File: src/rtl/snake_step_ctrl_if.sv
// rtl/snake_step_ctrl_if.sv - button/limit inputs and head/step outputs of the snake step controller
interface snake_step_ctrl_if #(
  parameter int W = 10
);
  logic         btn_up;
  logic         btn_down;
  logic         btn_left;
  logic         btn_right;
  logic         btn_pause;
  logic [W-1:0] max_x;
  logic [W-1:0] max_y;
  logic [W-1:0] head_x;
  logic [W-1:0] head_y;
  logic [1:0]   dir;
  logic         step_pulse;
  logic         paused;

  modport master (
    output btn_up, btn_down, btn_left, btn_right, btn_pause, max_x, max_y,
    input  head_x, head_y, dir, step_pulse, paused
  );

  modport slave (
    input  btn_up, btn_down, btn_left, btn_right, btn_pause, max_x, max_y,
    output head_x, head_y, dir, step_pulse, paused
  );
endinterface

File: src/rtl/snake_step_ctrl.sv
// rtl/snake_step_ctrl.sv - game-step scheduler: tick prescaler, direction buffer, wrapping head counters
module snake_step_ctrl #(
  parameter int DIV   = 25000000,
  parameter int DIV_W = 25,
  parameter int W     = 10
) (
  input  logic              clock,
  input  logic              reset,
  snake_step_ctrl_if.slave  bus
);
  typedef enum logic [1:0] {PAUSED, RUN, STEP} state_t;

  localparam logic [1:0]       D_UP    = 2'd0;
  localparam logic [1:0]       D_DOWN  = 2'd1;
  localparam logic [1:0]       D_LEFT  = 2'd2;
  localparam logic [1:0]       D_RIGHT = 2'd3;
  localparam logic [DIV_W-1:0] TERM    = DIV_W'(DIV - 1);

  state_t           state;
  logic [DIV_W-1:0] presc;
  logic [W-1:0]     head_x;
  logic [W-1:0]     head_y;
  logic [1:0]       dir;
  logic [1:0]       pend_dir;
  logic             step_pulse;
  logic             paused;

  logic             press_any;
  logic [1:0]       press_dir;
  logic             accept;
  logic [W-1:0]     next_x;
  logic [W-1:0]     next_y;

  // Opposite directions differ only in bit 0 of the encoding.
  always_comb begin
    press_any = bus.btn_up | bus.btn_down | bus.btn_left | bus.btn_right;
    press_dir = bus.btn_up   ? D_UP   :
                bus.btn_down ? D_DOWN :
                bus.btn_left ? D_LEFT : D_RIGHT;
    accept    = press_any && (press_dir != (dir ^ 2'b01));
  end

  always_comb begin
    next_x = head_x;
    next_y = head_y;
    if (head_x > bus.max_x)
      next_x = '0;
    else if (pend_dir == D_LEFT)
      next_x = (head_x == '0) ? bus.max_x : head_x - W'(1);
    else if (pend_dir == D_RIGHT)
      next_x = (head_x >= bus.max_x) ? '0 : head_x + W'(1);
    if (head_y > bus.max_y)
      next_y = '0;
    else if (pend_dir == D_UP)
      next_y = (head_y == '0) ? bus.max_y : head_y - W'(1);
    else if (pend_dir == D_DOWN)
      next_y = (head_y >= bus.max_y) ? '0 : head_y + W'(1);
  end

  always_ff @(posedge clock or posedge reset) begin
    if (reset) begin
      state      <= PAUSED;
      presc      <= '0;
      head_x     <= '0;
      head_y     <= '0;
      dir        <= D_RIGHT;
      pend_dir   <= D_RIGHT;
      step_pulse <= 1'b0;
      paused     <= 1'b1;
    end else begin
      if (accept)
        pend_dir <= press_dir;
      step_pulse <= 1'b0;
      case (state)
        PAUSED: begin
          presc <= '0;
          // The resume cycle itself is count 0, so the first step lands DIV clocks later.
          if (bus.btn_pause) begin
            state  <= RUN;
            presc  <= DIV_W'(1);
            paused <= 1'b0;
          end
        end
        RUN: begin
          if (bus.btn_pause) begin
            state  <= PAUSED;
            presc  <= '0;
            paused <= 1'b1;
          end else if (presc == TERM) begin
            state      <= STEP;
            presc      <= '0;
            step_pulse <= 1'b1;
            dir        <= pend_dir;
            head_x     <= next_x;
            head_y     <= next_y;
          end else begin
            presc <= presc + DIV_W'(1);
          end
        end
        STEP: begin
          if (bus.btn_pause) begin
            state  <= PAUSED;
            presc  <= '0;
            paused <= 1'b1;
          end else begin
            state <= RUN;
            presc <= presc + DIV_W'(1);
          end
        end
        default: begin
          state  <= PAUSED;
          presc  <= '0;
          paused <= 1'b1;
        end
      endcase
    end
  end

  assign bus.head_x     = head_x;
  assign bus.head_y     = head_y;
  assign bus.dir        = dir;
  assign bus.step_pulse = step_pulse;
  assign bus.paused     = paused;
endmodule

File: src/flat_wrapper.sv
// flat-port wrapper written by rule: the top's interface ports become plain ports
module snake_step_ctrl_flat 
#(
  parameter int DIV   = 25000000,
  parameter int DIV_W = 25,
  parameter int W     = 10
)
  (clock, reset, bus_btn_up, bus_btn_down, bus_btn_left, bus_btn_right, bus_btn_pause, bus_max_x, bus_max_y, bus_head_x, bus_head_y, bus_dir, bus_step_pulse, bus_paused);
  snake_step_ctrl_if #(.W(W)) bus_i ();
  input  logic clock;
  input  logic reset;
  input wire logic [$bits(bus_i.btn_up)-1:0] bus_btn_up;
  input wire logic [$bits(bus_i.btn_down)-1:0] bus_btn_down;
  input wire logic [$bits(bus_i.btn_left)-1:0] bus_btn_left;
  input wire logic [$bits(bus_i.btn_right)-1:0] bus_btn_right;
  input wire logic [$bits(bus_i.btn_pause)-1:0] bus_btn_pause;
  input wire logic [$bits(bus_i.max_x)-1:0] bus_max_x;
  input wire logic [$bits(bus_i.max_y)-1:0] bus_max_y;
  output wire logic [$bits(bus_i.head_x)-1:0] bus_head_x;
  output wire logic [$bits(bus_i.head_y)-1:0] bus_head_y;
  output wire logic [$bits(bus_i.dir)-1:0] bus_dir;
  output wire logic [$bits(bus_i.step_pulse)-1:0] bus_step_pulse;
  output wire logic [$bits(bus_i.paused)-1:0] bus_paused;
  assign bus_i.btn_up = bus_btn_up;
  assign bus_i.btn_down = bus_btn_down;
  assign bus_i.btn_left = bus_btn_left;
  assign bus_i.btn_right = bus_btn_right;
  assign bus_i.btn_pause = bus_btn_pause;
  assign bus_i.max_x = bus_max_x;
  assign bus_i.max_y = bus_max_y;
  assign bus_head_x = bus_i.head_x;
  assign bus_head_y = bus_i.head_y;
  assign bus_dir = bus_i.dir;
  assign bus_step_pulse = bus_i.step_pulse;
  assign bus_paused = bus_i.paused;
  snake_step_ctrl #(.DIV(DIV), .DIV_W(DIV_W), .W(W)) u_core (.clock(clock), .reset(reset), .bus(bus_i));
endmodule
File: config.mk
export PLATFORM = sky130hd
export DESIGN_NAME = snake_step_ctrl_flat
export DESIGN_NICKNAME = d
export VERILOG_FILES = /design/src/rtl/snake_step_ctrl_if.sv /design/src/rtl/snake_step_ctrl.sv /design/src/flat_wrapper.sv
export SDC_FILE = /design/constraint.sdc
export NUM_CORES = 1
export LEC_CHECK = 0
export BUFFER_PORTS_ARGS = -buffer_cell sky130_fd_sc_hd__buf_2
export CELL_PAD_IN_SITES_DETAIL_PLACEMENT = 2
export CELL_PAD_IN_SITES_GLOBAL_PLACEMENT = 2
export CORE_ASPECT_RATIO = 0.5
export CORE_MARGIN = 2
export CORE_UTILIZATION = 38
export DETAILED_ROUTE_END_ITERATION = 10
export PLACE_DENSITY_LB_ADDON = 0.1
export SKIP_CTS_REPAIR_TIMING = 1
export SLEW_MARGIN = 0
export SYNTH_ARGS = -nofsm -noshare
export SYNTH_HDL_FRONTEND = slang
export SYNTH_SLANG_ARGS = --single-unit
File: constraint.sdc
create_clock -name clock -period 3.4 [get_ports clock]
set_input_delay 0.17 -clock clock [delete_from_list [all_inputs] [get_ports clock]]
set_output_delay 0.17 -clock clock [all_outputs]
set_load 0.05 [all_outputs]
==> results.sh, run 1 <==
export IMPL_max_freq_mhz=371
export IMPL_root_buffer="clkbuf_16"
export IMPL_reg2reg_depth=8
export IMPL_dpl_cell_count=683
export IMPL_cp_max_fo=8
export IMPL_hold_depth=2
export IMPL_grt_pass1_wl_um=22200
export IMPL_placementRows=26
export IMPL_start_kind="register"
export IMPL_crit_type="register to register"
export IMPL_synth_most_common_cell="nor2_1"
export IMPL_drt_met1_wl_um=6080
export IMPL_grt_pass1_vias=4284
export IMPL_synth_top_cell_by_area="dfrtp_1"
export IMPL_rrSetupSlack_ns=0.70
export IMPL_timing_final_ws_setup_ns=0.701
export IMPL_route_met3_wl_um=339
export IMPL_drv_cap=0
export IMPL_yosysSeqAreaShare=0.324
export IMPL_syn_to_final_growth_pct=14.6
export IMPL_power_density_nw_per_um2=320
export IMPL_ant_nets=0
export IMPL_die_h_um=77.6
export IMPL_synth_seq_cells=53
export IMPL_crit_top_cell="o21ai_0"
export IMPL_cts_tree="done"
export IMPL_fin_cells=691
export IMPL_worstPathCellList="ha_1 -> nand4_1 -> or3_1 -> o21ai_0 -> nor3_1 -> buf_4 -> a221oi_1 -> o21ai_0"
export IMPL_post_route_period_util=0.794
export IMPL_slowest_delay_ns=0.45
export IMPL_finalSetupTns_ns=0
export IMPL_start_util=0.397
export IMPL_power_leakage_nw=2.06
export IMPL_synth_main_ff_cell="dfrtp_1"
export IMPL_clock_latency_ns=0.31
export IMPL_antenna_cells=0
export IMPL_wl_per_cell_um=19.6
export IMPL_drc=0
export IMPL_peakVddDrop_v=0.000188
export IMPL_period_needed_ns=2.70
export IMPL_gp_congestion=0.811
export IMPL_synth_nets=552
export IMPL_postSynthAreaPerCell_um2=8.34
export IMPL_synth_top_area_frac=0.292
export IMPL_fp_dieArea_um2=11700
export IMPL_final_layout_size_suffix_gt1_frac=0.169
export IMPL_dp_worst_setup_slack_ns=0.708
export IMPL_rsz0062_at_grt="false"
export IMPL_outcome="finished, final reports clean"
export IMPL_cts_inserted_buffers=5
export IMPL_num_nets_final=608
export IMPL_synth_cell_types=67
export IMPL_critPathSlowestCell="dfrtp_1"
export IMPL_yosysWarnings=0
export IMPL_hold_path_class="input pin to register"
export IMPL_synth_enable_flop_cells=0
export IMPL_cts_max_path_buffers=2
export IMPL_io_pins=51
export IMPL_async_reset_ff_frac=1.00
export IMPL_grt_usage=0.242
export IMPL_end_kind="register"
export IMPL_critical_path_required_ns=3.59
export IMPL_hpwlAfterDp_um=9850
export IMPL_clk_pin_slew_ns=0.08
export IMPL_crit_cells=8
export IMPL_fin_worst_skew_ns=0.00785
export IMPL_report_final_setup_viol=0
export IMPL_synth_area_leaders="dfrtp_1 (29%), ha_1 (9.4%), a21oi_1 (5.7%), nor2_1 (5.3%), inv_1 (4.8%)"
export IMPL_core_um2=10400
export IMPL_relSlewSlack=0.317
export IMPL_vias=3973
export IMPL_wl_met2_um=6900
export IMPL_chipWidth_um=151
export IMPL_slew_violations=0
export IMPL_grt_max_degree=43
export IMPL_antenna_found_initial=0
export IMPL_hold_viol_final=0
export IMPL_h_tree_depth=2
export IMPL_synth_top_cells_by_count="nor2_1 (58), inv_1 (53), dfrtp_1 (48)"
export IMPL_grt_ovfl_total=0
export IMPL_arrival_ns=2.88
export IMPL_top_layer="met4"
export IMPL_fill_cells=1205
export IMPL_drt_total_wl_um=13500
export IMPL_drt_vias_per_instance=5.75
export IMPL_synthesis_area_um2=4120
export IMPL_clock_sinks=53
export IMPL_cp_num_buf_inv=1
export IMPL_numPortBuffers=50
export IMPL_syn_inst=494
export IMPL_drt_first_pass_iters=4
export IMPL_tightest_slew_ns=1.02
export IMPL_critPathTopFamily="compound AO/OA/AOI/OAI gates"
export IMPL_first_iter_violations=110
[metal layers]
layer  vias up  global-route usage
met5         -                   0
met4         0              0.0701
met3        18              0.0394
met2        55               0.445
met1      2016               0.290
li1       1884                   -
[logic make-up (layout without fill, tap and decap cells)]
group	after synthesis	after routing	share of synthesized area
AOI/OAI and AO/OA	129	129	0.201
adders and majority gates	31	31	0.0942
muxes	5	5	0.0134
xor gates and xnor gates	31	31	0.0659
buffers and inverters	62	119	0.0617
and+or+nand+nor	183	183	0.240
DFF	53	53	0.324
[worst reg2reg max path: stages (launching register included)]
cell      delay [ns]
dfrtp_1         0.45
ha_1            0.36
nand4_1         0.16
or3_1           0.44
o21ai_0         0.40
nor3_1          0.16
buf_4           0.21
a221oi_1        0.29
o21ai_0         0.11
[power by group]
part / leakage (nW) / switching (W) / internal [W] / total [W]
Combinational: 1.34 / 0.000138 / 0.0000784 / 0.000217
Clock: 0.0848 / 0.000276 / 0.000354 / 0.000630
Sequential: 0.635 / 0.0000162 / 0.000646 / 0.000662
Total: 2.06 / 0.000431 / 0.00108 / 0.00151
[flip-flops by register name (all words and copies together) (netlist names)]
register and count:
u_core.presc 25, u_core.bus.head_x 10, u_core.bus.head_y 10, u_core.bus.dir 2, u_core.pend_dir 2, u_core.state 2
u_core.bus.paused 1, u_core.bus.step_pulse 1
[area by class of cell]
class | instances | area [µm²] | share of cell area
well taps | 140 | 175 | 0.0371
clock inverters | 3 | 47.5 | 0.0101
flip-flops and latches | 53 | 1330 | 0.282
clock buffers | 5 | 125 | 0.0265
multi-input cells | 379 | 2530 | 0.536
repair buffers | 58 | 310 | 0.0657
inverters | 53 | 199 | 0.0421
[final timing paths]
check                                        to            startpoint
setup reg to reg           u_core.bus.head_x[0]  u_core.bus.head_x[9]
hold reg to reg               u_core.bus.paused     u_core.bus.paused
hold / removal                  u_core.state[1]         bus_btn_pause
setup / recovery           u_core.bus.head_x[0]  u_core.bus.head_x[9]
max in group asynchronous      u_core.presc[14]                 reset
min in group asynchronous  u_core.bus.head_y[2]                 reset
[per-stage QoR]
stage | util | cell area (µm²) | power, W | hold WS, ns
detailed placement | 0.438 | 4550 | 0.000892 | 0.424
finish | 0.455 | 4720 | 0.00151 | 0.0919
global route | 0.455 | 4720 | 0.00158 | 0.111
floorplan | - | 4120 | 0.000814 | 0.236
global placement | 0.438 | 4550 | 0.000884 | 0.416
CTS | 0.455 | 4720 | 0.00154 | 0.0907
[placed cells by master, fill, tap and decap left out, drive strengths merged, types with 3 or more instances in the layout]
cell type,count
a211oi,5
a21oi,47
a22oi,7
a2bb2oi,3
a31oi,5
a32oi,5
and3,4
and4,3
buf,58
clkbuf,5
dfrtp,48
dfstp,5
ha,31
inv,55
mux2,4
nand2,32
nand2b,7
nand3,21
nand4,9
nor2,58
nor2b,3
nor3,13
nor4,9
o21a,4
o21ai,20
o22ai,17
or3,8
or4,4
xnor2,13
xor2,18
Power figures use the tool's default switching activity.
==> run 2: changes to the inputs <==
--- a/config.mk
+++ b/config.mk
@@ -10,7 +10,7 @@
 export CELL_PAD_IN_SITES_GLOBAL_PLACEMENT = 2
 export CORE_ASPECT_RATIO = 0.5
 export CORE_MARGIN = 2
-export CORE_UTILIZATION = 38
+export CORE_UTILIZATION = 35
 export DETAILED_ROUTE_END_ITERATION = 10
 export PLACE_DENSITY_LB_ADDON = 0.1
 export SKIP_CTS_REPAIR_TIMING = 1
==> constraint.sdc (replaced) <==
create_clock -name clock -period 2.75 [get_ports clock]
set_input_delay 0.1375 -clock clock [delete_from_list [all_inputs] [get_ports clock]]
set_output_delay 0.1375 -clock clock [all_outputs]
set_load 0.05 [all_outputs]
==> run 2 against run 1 <==
  * Sequential power is 24% higher
  * Largest cell class unchanged
  * Fmax grew 5.4%
  * Die area increased by 8.2%
  * Clock skew fell by 0.0011 ns
  * Global-route usage is 1.1 points lower
==> results.sh, run 2 (synthesis results as in run 1) <==
export IMPL_outcome="finished, final reports clean"
export IMPL_grt_usage=0.231
export IMPL_placementRows=27
export IMPL_core_um2=11200
export IMPL_vias=4021
export IMPL_drt_total_wl_um=13700
export IMPL_cp_max_fo=10
export IMPL_clk_pin_slew_ns=0.08
export IMPL_worstPathCellList="ha_1 -> nand4_1 -> or3_1 -> o21ai_0 -> o221ai_2 -> a21oi_1 -> o22ai_1"
export IMPL_grt_ovfl_total=0
export IMPL_chipWidth_um=157
export IMPL_grt_pass1_wl_um=22900
export IMPL_syn_to_final_growth_pct=19.6
export IMPL_layout_common_cells="nor2_1 (58), inv_1 (52), buf_2 (50)"
export IMPL_finalCoreUtilization=0.439
export IMPL_rsz0062_at_grt="false"
export IMPL_io_pins=51
export IMPL_rrSetupSlack_ns=0.19
export IMPL_cts_inserted_buffers=5
export IMPL_drt_vias_per_instance=5.50
export IMPL_hold_viol_final=0
export IMPL_grt_pass1_vias=4375
export IMPL_h_tree_depth=2
export IMPL_pwr_share_comb=0.144
export IMPL_critical_path_required_ns=2.93
export IMPL_dpl_cell_count=721
export IMPL_fin_worst_skew_ns=0.00672
export IMPL_critPathSlowestCell="or3_1"
export IMPL_grt_max_degree=54
export IMPL_drc=0
export IMPL_die_h_um=80.7
export IMPL_final_common_cell="nor2_1"
export IMPL_switching_share=0.282
export IMPL_slew_violations=0
export IMPL_tightest_slew_ns=0.779
export IMPL_clock_sinks=53
export IMPL_reg_top3="u_core.presc (25), u_core.bus.head_x (10), u_core.bus.head_y (10)"
export IMPL_arrival_ns=2.74
export IMPL_fin_hold_ws_ns=0.0321
export IMPL_relSlewSlack=0.479
export IMPL_antenna_found_initial=0
export IMPL_drv_cap=0
export IMPL_crit_type="register to register"
export IMPL_ant_nets=0
export IMPL_post_route_period_util=0.932
export IMPL_finalSetupTns_ns=0
export IMPL_start_kind="register"
export IMPL_clock_power_share=0.415
export IMPL_fp_dieArea_um2=12700
export IMPL_hpwlAfterDp_um=10400
export IMPL_hold_path_class="input pin to async pin"
export IMPL_seqPwrFrac=0.441
export IMPL_period_needed_ns=2.56
export IMPL_cts_max_path_buffers=2
export IMPL_end_kind="register"
export IMPL_netSwitchingPower_w=0.000524
export IMPL_num_nets_final=629
export IMPL_final_layout_size_suffix_gt1_frac=0.203
export IMPL_max_freq_mhz=390
export IMPL_power_w=0.00186
export IMPL_cts_tree="done"
export IMPL_top_register="u_core.presc"
export IMPL_fin_cells=731
export IMPL_root_buffer="clkbuf_16"
export IMPL_gp_congestion=0.821
export IMPL_power_leakage_nw=2.17
export IMPL_numPortBuffers=50
export IMPL_report_final_setup_viol=0
export IMPL_wl_per_cell_um=18.8
export IMPL_first_iter_violations=138
export IMPL_internal_power_w=0.00133
export IMPL_clock_latency_ns=0.30
export IMPL_slowest_delay_ns=0.47
export IMPL_drt_first_pass_iters=4
export IMPL_power_density_nw_per_um2=377
export IMPL_start_util=0.367
export IMPL_largest_reg_flops=25
export IMPL_antenna_cells=0
export IMPL_peakVddDrop_v=0.000262
==> run 2: critical path, delay by kind of cell, from the launching register on <==
| family | cells | cell delay (ns) |
|---|---|---|
| AO/OA/AOI/OAI | 4 | 0.94 |
| AND/OR/NAND/NOR | 2 | 0.67 |
| flip-flops | 1 | 0.45 |
| adder cells (fa/ha/maj) | 1 | 0.36 |
==> run 2: final cells by class <==
class | instances | area (µm²)
fillers | 1325 | 6290
multi-input cells | 379 | 2540
flip-flops and latches | 53 | 1330
repair buffers | 79 | 480
inverters | 53 | 199
well taps | 159 | 199
clock buffers | 5 | 125
clock inverters | 3 | 47.5
==> run 2: power by group through the flow <==
stage          registers, W  logic [W]  clock network (W)
2_1_floorplan      0.000839   0.000167                  0
3_3_place_gp       0.000832   0.000261                  0
3_5_place_dp       0.000833   0.000270                  0
4_1_cts            0.000819   0.000272           0.000788
5_1_grt            0.000821   0.000303           0.000824
6_report           0.000818   0.000268           0.000771
==> run 2: per-layer routing <==
layer  vias up  part of all wire  wire [µm]  track usage
li1       1924                 -          -            -
met1      2030              0.45       6230        0.283
met2        49              0.51       7010        0.430
met3        18             0.022        299       0.0362
met4         0             0.014        194       0.0527
met5         -                 0          0            0
==> run 2: worst paths after layout <==
check                                startpoint                    to  cells after the start
max                        u_core.bus.head_x[9]  u_core.bus.head_x[4]                      7
min                                       reset  u_core.bus.head_y[0]                      3
max reg2reg                u_core.bus.head_x[9]  u_core.bus.head_x[4]                      7
min reg2reg                   u_core.bus.paused     u_core.bus.paused                      1
max in group asynchronous                 reset       u_core.presc[6]                      3
min in group clock                bus_btn_pause       u_core.state[1]                      2
==> run 2: metrics by stage <==
stage          setup slack [ns]  area, µm²
2_1_floorplan             0.135       4120
3_3_place_gp              0.189       4730
3_5_place_dp              0.105       4730
4_1_cts                  0.0775       4900
5_1_grt                  0.0103       4920
6_report                  0.188       4920
==> run 3: changes to the inputs <==
--- a/config.mk
+++ b/config.mk
@@ -8,11 +8,11 @@
 export BUFFER_PORTS_ARGS = -buffer_cell sky130_fd_sc_hd__buf_2
 export CELL_PAD_IN_SITES_DETAIL_PLACEMENT = 2
 export CELL_PAD_IN_SITES_GLOBAL_PLACEMENT = 2
-export CORE_ASPECT_RATIO = 0.5
+export CORE_ASPECT_RATIO = 1.1
 export CORE_MARGIN = 2
 export CORE_UTILIZATION = 35
 export DETAILED_ROUTE_END_ITERATION = 10
-export PLACE_DENSITY_LB_ADDON = 0.1
+export PLACE_DENSITY_LB_ADDON = 0.12
 export SKIP_CTS_REPAIR_TIMING = 1
 export SLEW_MARGIN = 0
 export SYNTH_ARGS = -nofsm -noshare
==> run 3 against run 2 <==
  * Core utilization decreased by 1.6 points
  * Count of clock-buffer cells in the layout rose by 1
  * Sequential share of layout area increased by 0.35 points
  * Total power decreased by 5.1%
  * Fmax about the same
  * Critical endpoint is now u_core.bus.head_y[3]
  * Largest power group unchanged
==> results.sh, run 3 (synthesis results as in run 1) <==
export IMPL_outcome="finished, final reports clean"
export IMPL_clock_sinks=53
export IMPL_vias=4006
export IMPL_rrSetupSlack_ns=0.19
export IMPL_peakVddDrop_v=0.000215
export IMPL_fin_worst_skew_ns=0.00663
export IMPL_crit_type="register to register"
export IMPL_cts_max_path_buffers=2
export IMPL_end_kind="register"
export IMPL_numPortBuffers=50
export IMPL_drv_cap=0
export IMPL_final_layout_size_suffix_gt1_frac=0.192
export IMPL_core_um2=11500
export IMPL_hold_viol_final=0
export IMPL_die_h_um=118
export IMPL_grt_ovfl_total=0
export IMPL_io_pins=51
export IMPL_critPathSlowestCell="or4b_1"
export IMPL_root_buffer="clkbuf_16"
export IMPL_syn_to_final_growth_pct=18.0
export IMPL_clock_latency_ns=0.30
export IMPL_reg_top3="u_core.presc (25), u_core.bus.head_x (10), u_core.bus.head_y (10)"
export IMPL_power_leakage_nw=2.13
export IMPL_gp_congestion=0.865
export IMPL_ant_nets=0
export IMPL_antenna_found_initial=0
export IMPL_grt_usage=0.226
export IMPL_drt_total_wl_um=13800
export IMPL_drt_first_pass_iters=4
export IMPL_period_needed_ns=2.56
export IMPL_hold_path_class="input pin to register"
export IMPL_finalSetupTns_ns=0
export IMPL_final_common_cell="nor2_1"
export IMPL_layout_common_cells="nor2_1 (58), inv_1 (52), buf_2 (50)"
export IMPL_placementRows=41
export IMPL_max_freq_mhz=391
export IMPL_grt_pass1_vias=4475
export IMPL_power_density_nw_per_um2=363
export IMPL_critPathTopFamily="simple AND/OR/NAND/NOR gates"
export IMPL_num_nets_final=625
export IMPL_h_tree_depth=2
export IMPL_hpwlAfterDp_um=10900
export IMPL_slew_violations=0
export IMPL_relSlewSlack=0.529
export IMPL_fin_hold_ws_ns=0.0750
export IMPL_top_register="u_core.presc"
export IMPL_largest_reg_flops=25
export IMPL_clk_pin_slew_ns=0.08
export IMPL_grt_pass1_wl_um=22800
export IMPL_tightest_slew_ns=0.704
export IMPL_report_final_setup_viol=0
export IMPL_antenna_cells=0
export IMPL_arrival_ns=2.78
export IMPL_drt_vias_per_instance=5.58
export IMPL_slowest_delay_ns=0.59
export IMPL_grt_max_degree=22
export IMPL_wl_per_cell_um=19.2
export IMPL_chipWidth_um=107
export IMPL_cts_inserted_buffers=5
export IMPL_cts_tree="done"
export IMPL_rsz0062_at_grt="false"
export IMPL_start_util=0.358
export IMPL_drc=0
export IMPL_cp_num_buf_inv=2
export IMPL_post_route_period_util=0.931
export IMPL_worstPathCellList="inv_1 -> ha_1 -> or4b_1 -> nor3_4 -> buf_12 -> nor3_1 -> a21oi_1 -> a22oi_1 -> o22ai_1"
export IMPL_fp_dieArea_um2=12600
export IMPL_cp_max_fo=10
export IMPL_start_kind="register"
export IMPL_critical_path_required_ns=2.97
export IMPL_first_iter_violations=132
export IMPL_fill_cells=1370
[run 3: per-stage QoR]
stage          setup slack [ns]  instances   util  area, µm²  total power, W
2_1_floorplan             0.135        494      -       4120         0.00101
3_3_place_gp              0.235        709  0.408       4690         0.00110
3_5_place_dp              0.106        709  0.408       4690         0.00111
4_1_cts                  0.0921        717  0.421       4840         0.00177
5_1_grt                  0.0362        718  0.423       4860         0.00183
6_report                  0.190        718  0.423       4860         0.00176
[run 3: layout make-up]
cell class	count	area, µm²	area share
Inverter	53	199	0.0409
Tap cell	150	188	0.0386
Clock buffer	6	129	0.0265
Clock inverter	2	13.8	0.00283
Timing Repair Buffer	75	453	0.0932
Sequential cell	53	1330	0.274
Multi-Input combinational cell	379	2550	0.524
[run 3: power breakdown]
group	total, W	switching [W]	internal (W)	leakage [nW]
sequential	0.000819	0.0000204	0.000799	0.635
clock	0.000667	0.000325	0.000342	0.0712
combinational	0.000277	0.000176	0.000101	1.43
[run 3: layer usage]
metal  GRT usage  part of all wire
met5           0                 0
met4      0.0721             0.021
met3      0.0249             0.024
met2       0.410              0.52
met1       0.276              0.43
[run 3: final timing paths]
check / start / to / cells past startpoint
max in group asynchronous: reset / u_core.pend_dir[0] / 4
min in group asynchronous: reset / u_core.bus.head_y[8] / 3
worst max register to register: u_core.bus.head_y[0] / u_core.bus.head_y[3] / 9
worst max-delay path: u_core.bus.head_y[0] / u_core.bus.head_y[3] / 9
worst min register to register: u_core.bus.paused / u_core.bus.paused / 1
worst min-delay path: bus_btn_pause / u_core.state[1] / 2
